--- config.mk ---
export PLATFORM = sky130hd
export DESIGN_NAME = serial_tx
export DESIGN_NICKNAME = d
export VERILOG_FILES = /design/src/rtl/serial_tx.sv
export SDC_FILE = /design/constraint.sdc
export NUM_CORES = 1
export LEC_CHECK = 0
export CAP_MARGIN = 20
export CORE_MARGIN = 5
export CORE_UTILIZATION = 51
export DETAILED_ROUTE_END_ITERATION = 10
export GPL_ROUTABILITY_DRIVEN = 0
export PLACE_DENSITY_LB_ADDON = 0.08
export SLEW_MARGIN = 10
export SYNTH_ARGS = -nofsm -noshare
export SYNTH_HDL_FRONTEND = slang
export SYNTH_SLANG_ARGS = --single-unit
--- constraint.sdc ---
create_clock -name clk -period 1.9 [get_ports clk]
set_clock_uncertainty 0.1 [all_clocks]
set_input_delay 0.38 -clock clk [delete_from_list [all_inputs] [get_ports clk]]
set_output_delay 0.38 -clock clk [all_outputs]
set_load 0.05 [all_outputs]
--- src/rtl/serial_tx.sv ---
// serial_tx: UART-style 8N1 transmitter, terminal stage of the transmit chain.
// Takes one word from the upstream stage over a 4-phase valid/busy handshake
// and shifts it out LSB first, framed by one low start bit and one high stop bit.
// Each bit is held for DIV = CLK_FREQ / BAUD_RATE clock cycles.
//
// Ports:
//   clk         system clock (single clock domain)
//   rst_n       synchronous active-low reset
//   data_in     word from upstream, sampled only on the capture edge
//   di_valid    upstream request, level-sensitive
//   full_empty  acknowledge to upstream: 1 = full/busy, 0 = empty/ready
//   tx          serial line, idles high
//   tx_busy     high while a frame (start..stop) is on the line
module serial_tx #(
   parameter int unsigned CLK_FREQ  = 48_000_000,
   parameter int unsigned BAUD_RATE = 115_200,
   parameter int unsigned Nd        = 8
) (
   input  logic          clk,
   input  logic          rst_n,
   input  logic [Nd-1:0] data_in,
   input  logic          di_valid,
   output logic          full_empty,
   output logic          tx,
   output logic          tx_busy
);

   localparam int unsigned DIV   = CLK_FREQ / BAUD_RATE;
   localparam int unsigned BaudW = (DIV > 1) ? $clog2(DIV) : 1;
   localparam int unsigned BitW  = (Nd > 1) ? $clog2(Nd) : 1;

   localparam logic [BaudW-1:0] BaudReload = BaudW'(DIV - 1);
   localparam logic [BitW-1:0]  BitLast    = BitW'(Nd - 1);

   if (DIV < 2) begin : g_div_check
      $error("serial_tx: CLK_FREQ / BAUD_RATE must be at least 2");
   end

   typedef enum logic [1:0] {StIdle, StStart, StData, StStop} state_e;

   state_e           state_q;
   logic [BaudW-1:0] baud_cnt_q;
   logic [BitW-1:0]  bit_cnt_q;
   logic [Nd-1:0]    shreg_q;

   logic [Nd-1:0]    shreg_next;
   logic             baud_zero;
   logic             frame_done;

   assign shreg_next = shreg_q >> 1;
   assign baud_zero  = (baud_cnt_q == '0);
   // Edge that ends the stop bit; the handshake may release on this same edge.
   assign frame_done = (state_q == StStop) && baud_zero;

   always_ff @(posedge clk) begin
      if (!rst_n) begin
         state_q    <= StIdle;
         tx         <= 1'b1;
         full_empty <= 1'b0;
         tx_busy    <= 1'b0;
         bit_cnt_q  <= '0;
         baud_cnt_q <= '0;
         shreg_q    <= '0;
      end else begin
         // Release only once the line is idle and upstream has dropped its request;
         // a request still held after the frame keeps full_empty high (no resend).
         if ((state_q == StIdle || frame_done) && !di_valid) begin
            full_empty <= 1'b0;
         end

         unique case (state_q)
            StIdle: begin
               if (di_valid && !full_empty) begin
                  shreg_q    <= data_in;
                  full_empty <= 1'b1;
                  tx         <= 1'b0;
                  tx_busy    <= 1'b1;
                  baud_cnt_q <= BaudReload;
                  state_q    <= StStart;
               end
            end

            StStart: begin
               if (baud_zero) begin
                  tx         <= shreg_q[0];
                  bit_cnt_q  <= '0;
                  baud_cnt_q <= BaudReload;
                  state_q    <= StData;
               end else begin
                  baud_cnt_q <= baud_cnt_q - BaudW'(1);
               end
            end

            StData: begin
               if (baud_zero) begin
                  baud_cnt_q <= BaudReload;
                  if (bit_cnt_q == BitLast) begin
                     tx      <= 1'b1;
                     state_q <= StStop;
                  end else begin
                     shreg_q   <= shreg_next;
                     tx        <= shreg_next[0];
                     bit_cnt_q <= bit_cnt_q + BitW'(1);
                  end
               end else begin
                  baud_cnt_q <= baud_cnt_q - BaudW'(1);
               end
            end

            StStop: begin
               if (baud_zero) begin
                  tx_busy <= 1'b0;
                  state_q <= StIdle;
               end else begin
                  baud_cnt_q <= baud_cnt_q - BaudW'(1);
               end
            end

            default: state_q <= StIdle;
         endcase
      end
   end

endmodule

Yosys cells after proc, flatten, opt, wreduce, memory -nomap -nowiden
Cells that the tools add are included.
{"block": "totals", "regBits": 25, "input_bits": 11, "output_inout_bits": 3}
{"block": "op_classes", "addsub": 2, "n_eq_ne": 11, "muxes": 29, "n_reduce_logical": 19}
{"op": "2-to-1 mux 9 bit", "n": 3}
{"op": "one-hot mux 9 bit (3 select lines)", "n": 1}
{"op": "2-to-1 mux 8 bit", "n": 3}
{"op": "one-hot mux 8 bit (2 select lines)", "n": 1}
{"op": "!= test 2 bit, second input constant", "n": 6}
{"op": "AND reduction 4 bit", "n": 3}
{"op": "2-to-1 mux 2 bit", "n": 5}
{"op": "logical NOT 9 bit", "n": 1}
{"op": "2-to-1 mux 1 bit", "n": 9}
{"op": "2-to-1 mux 3 bit", "n": 3}
{"op": "subtractor 9 x 1 -> 9 bit, second input constant", "n": 1}
{"op": "one-hot mux 2 bit (4 select lines)", "n": 1}
{"op": "one-hot mux 3 bit (2 select lines)", "n": 1}
{"op": "nonzero test 2 bit", "n": 3}
{"op": "AND reduction 5 bit", "n": 1}
{"op": "== test 2 bit, second input constant", "n": 2}
{"op": "adder 3 x 1 -> 3 bit, second input constant", "n": 1}
{"op": "== test 3 bit, second input constant", "n": 1}
{"op": "logical AND 1 bit", "n": 3}
{"op": "one-hot mux 1 bit (3 select lines)", "n": 1}
{"op": "AND reduction 3 bit", "n": 1}
{"op": "nonzero test 3 bit", "n": 1}
{"op": "== test 2 x 1 -> 1 bit, second input constant", "n": 1}
{"op": "logical NOT 1 bit", "n": 2}
{"op": "6 further kinds", "n": 6}

Depth between registers and ports, before layout
{"block": "logic_depth", "depth_word": 7, "ltp_mapped": 8}

Worst setup path before layout
No wires, ideal clock.
{"block": "synth_timing", "kind": "reg2reg", "startpoint": "register baud_cnt_q[0]", "endpoint": "register shreg_q[0]", "setup_ns": 0.060, "arrival_time_ns": 1.913, "setup_slack_ns": -0.173, "path_stages_with_launch": 9, "cell_sequence": "dfxtp_1 -> inv_1 -> ha_1 -> or4b_4 -> buf_6 -> o31ai_4 -> and2_1 -> buf_6 -> o2111a_1"}
{"block": "synth_via", "elab_chain_len": 3}
{"element": "from (decl)", "line": "42", "rtl": "logic [BaudW-1:0] baud_cnt_q;"}
{"element": "from (signal assigned)", "line": "78", "rtl": "baud_cnt_q <= BaudReload;"}
{"element": "from (signal assigned)", "line": "87", "rtl": "baud_cnt_q <= BaudReload;"}
{"element": "from (signal assigned)", "line": "90", "rtl": "baud_cnt_q <= baud_cnt_q - BaudW'(1);"}
{"element": "logical NOT 9 bit", "line": "51", "rtl": "assign baud_zero = (baud_cnt_q == '0);"}
{"element": "!= test 2 bit (no source line)"}
{"element": "AND reduction 4 bit (no source line)"}
{"element": "to (signal assigned)", "line": "74", "rtl": "shreg_q <= data_in;"}
{"element": "to (signal assigned)", "line": "101", "rtl": "shreg_q <= shreg_next;"}
{"element": "to (decl)", "line": "44", "rtl": "logic [Nd-1:0] shreg_q;"}
No other way between the ends.
A chain may end at the register's enable or synchronous reset.

Worst setup path in the final report
{"block": "layout_timing", "startpoint": "register baud_cnt_q[1]", "endpoint": "register shreg_q[1]"}
The elaborated chain is that of the path after synthesis.

==> impl_metrics.env <==
export IMPL_share_of_cells_above_drive_strength_1=0.295
export IMPL_ys_warnings_count=0
export IMPL_power_per_cell_area_mw_per_mm2=1730
export IMPL_peak_fanout_along_the_critical_path=6
export IMPL_complex_gate_fraction_of_the_synthesized_area=0.264
export IMPL_route_vias_total=1448
export IMPL_cpMaxStageDelayCell="sky130_fd_sc_hd__or4b_4"
export IMPL_ys_types=42
export IMPL_instances_no_fill=238
export IMPL_synth_yosys_seq_area_share=0.339
export IMPL_pin_count=14
export IMPL_internal_power_mw=1.81
export IMPL_yosys_area_share_simple=0.213
export IMPL_fmax_mhz=532
export IMPL_htreeDepth=1
export IMPL_netlist_instances=172
export IMPL_via_per_inst=6.08
export IMPL_netSwitchingFraction=0.449
export IMPL_fp_dieArea_mm2=0.00407
export IMPL_overflow=0
export IMPL_initial_antenna_violation_count=0
export IMPL_die_w_um=63.8
export IMPL_slew_headroom=0.736
export IMPL_remaining_drc_errors=0
export IMPL_syn_avg_cell_area_um2=8.58
export IMPL_vdd_drop_max_v=0.00118
export IMPL_finalHoldViolCount=0
export IMPL_design_power_total_mw=3.28
export IMPL_worstSetupEndpointType="register"
export IMPL_pin_count_of_the_biggest_net_entering_global_routing=15
export IMPL_report_final_setup_viol=0
export IMPL_setup_worst_path_class="reg -> reg"
export IMPL_critPathBufInv=2
export IMPL_globalRouteTotalUtil=0.187
export IMPL_port_buffer_count=13
export IMPL_drt_wl_total_um=3640
export IMPL_nature_of_the_critical_path_startpoint="register"
export IMPL_floorplan_initialDensity=0.535
export IMPL_timing_worst_slew_pin_value_ps=385
export IMPL_syn_cell_area_mm2=0.00148
export IMPL_slew_viol_final=0
export IMPL_postCtsSetupBuffers=0
export IMPL_path_cells="inv_2 > ha_4 > or4b_4 > o31ai_4 > buf_6 > a21oi_1 > a211oi_1"
export IMPL_portion_of_the_clock_cycle_consumed_by_the_worst_path_in_the_final_layout=0.989
export IMPL_drt_iter0_drc=71
export IMPL_final_common_cell="sky130_fd_sc_hd__buf_4"
export IMPL_worst_endpoint_arrival_ps=2020
export IMPL_antenna_left=0
export IMPL_overall_die_height_um=63.8
export IMPL_synth_top_family_by_area="compound AO/OA/AOI/OAI gates"
export IMPL_wl_per_cell_um=15.3
export IMPL_grt_pass1_wl_um=6330
export IMPL_grt_setup_unrepaired="yes"
export IMPL_fillCellCount=248
export IMPL_detailedPlacementHpwl_um=2800
export IMPL_ctsRootBufferMaster="sky130_fd_sc_hd__clkbuf_4"
export IMPL_yosys_register_bits=25
export IMPL_total_switching_power_mw=1.47
export IMPL_final_cell_mix="31 x sky130_fd_sc_hd__buf_4, 23 x sky130_fd_sc_hd__dfxtp_1, 15 x sky130_fd_sc_hd__a21oi_1"
export IMPL_synth_area_mux_share=0.0619
export IMPL_worstSkewPairLatency_ps=320
export IMPL_maxCapViolCount=0
export IMPL_yosys_area_share_adder=0.0593
export IMPL_portion_of_total_power_attributed_to_combinational_logic=0.665
export IMPL_post_synth_xor_area_fraction=0
export IMPL_antennaDiodeCount=0
export IMPL_net_count_after_synthesis=190
export IMPL_power_clock_fraction=0.073
export IMPL_flow_area_growth_from_synthesis_pct=28.4
export IMPL_cts_hold_fix_buffers=0
export IMPL_final_nets=226
export IMPL_grt_pass1_vias=1497
export IMPL_drt_pass1_iterations=4
export IMPL_path_clk_slew_ps=140
export IMPL_timing_critical_path_slowest_cell_delay_ps=510
export IMPL_cts_made_buffers=3
export IMPL_worst_path_dominant_cell_family="simple AND/OR/NAND/NOR gates"
export IMPL_tritoncts_clock_tree="built"
export IMPL_wp_data_required_ps=2040
export IMPL_finalCriticalPeriod_ps=1880
export IMPL_leakage_nw=0.757
export IMPL_core_area_mm2=0.00276
export IMPL_cts_num_sinks=25
export IMPL_outcome="finished, final reports clean"
export IMPL_rows=19
export IMPL_max_clock_path_buffers=2
export IMPL_place_inst=233
export IMPL_power_sequential_fraction=0.262
export IMPL_hold_path_class="reg -> reg"
-- layout make-up --
cell class / count / area (um2) / share of cell area
tap: 31 / 38.8 / 0.0205
timing repair buffer: 43 / 349 / 0.184
clock inverter: 1 / 5.00 / 0.00264
inverter: 6 / 22.5 / 0.0119
multi-input combinational: 129 / 955 / 0.504
clock buffer: 3 / 22.5 / 0.0119
sequential: 25 / 503 / 0.265
-- metrics by stage --
stage | setup WS [ps] | util | setup TNS [ps] | hold WS, ps | area (um2)
2_1_floorplan | -58.3 | - | -267 | 358 | 1500
3_5_place_dp | -68.6 | 0.655 | -309 | 361 | 1810
6_report | 20.3 | 0.687 | 0 | 404 | 1900
4_1_cts | 4.54 | 0.671 | 0 | 399 | 1850
5_1_grt | -65.8 | 0.687 | -497 | 428 | 1900
3_3_place_gp | -49.5 | 0.655 | -59.1 | 351 | 1810
-- worst paths after layout --
check	slack, ps	endpoint	start	cells after the start
worst max-delay path	20	shreg_q[1]	baud_cnt_q[1]	7
worst min-delay path	400	tx	tx	1
worst min register to register	400	tx	tx	1
worst max register to register	20	shreg_q[1]	baud_cnt_q[1]	7
-- routing by layer --
metal | vias up | routed length [um] | track usage
met5 | - | 0 | 0
met4 | 0 | 106 | 0.0987
met3 | 14 | 125 | 0.0333
met2 | 38 | 1810 | 0.324
met1 | 680 | 1590 | 0.218
li1 | 716 | - | -
-- flip-flops by register name, indices dropped and copies added (netlist names) --
| signal | cells |
|---|---|
| tx_busy | 1 |
| state_q | 2 |
| baud_cnt_q | 9 |
| full_empty | 1 |
| shreg_q | 8 |
| bit_cnt_q | 3 |
| tx | 1 |
-- power by group through the flow --
stage	logic, mW	clock network, mW	registers [mW]
6_report	2.18	0.241	0.859
5_1_grt	2.39	0.278	0.883
4_1_cts	2.06	0.249	0.852
3_5_place_dp	2.00	0	0.864
3_3_place_gp	1.94	0	0.850
2_1_floorplan	1.30	0	0.926
-- synth_stat cells, drive strengths merged --
cell type,count,area share
nand4b,1,0.0059
o211a,1,0.0068
o2111a,2,0.015
nor4,6,0.025
ha,7,0.059
a211oi,9,0.046
a32oi,3,0.018
nand3b,1,0.0051
buf,5,0.030
o211ai,1,0.0051
o221a,1,0.0076
a31oi,2,0.0085
mux2i,8,0.054
and2,2,0.0085
inv,6,0.015
nand3,2,0.0068
o31ai,1,0.014
nor2,15,0.038
dfxtp,25,0.34
o31a,1,0.0068
a211o,2,0.012
nor3b,1,0.0051
o21a,1,0.0051
nand2b,1,0.0042
a21oi,15,0.051
o2111ai,1,0.0059
nor4b,2,0.016
a21o,2,0.010
or4,2,0.011
or4b,1,0.0093
or3,2,0.0085
a2111oi,2,0.012
nand2,9,0.023
clkbuf,7,0.018
o21ai,12,0.041
or2,2,0.0085
mux2,1,0.0076
nor3,6,0.020
nor2b,4,0.017
-- cell families after synthesis --
logic type / Yosys count
AOI/OAI and AO/OA: 56
adders and majority gates: 7
buffers and inverters: 18
DFF: 25
muxes: 9
and+or+nand+nor: 57
-- repair_timing --
action / in CTS / in global routing
resized for setup: 4 / 10
cloned: 0 / 1
pin swaps: 0 / 5
endpoints found under the setup margin: 6 / 21
Note: power is estimated with default switching activity, not from simulation.
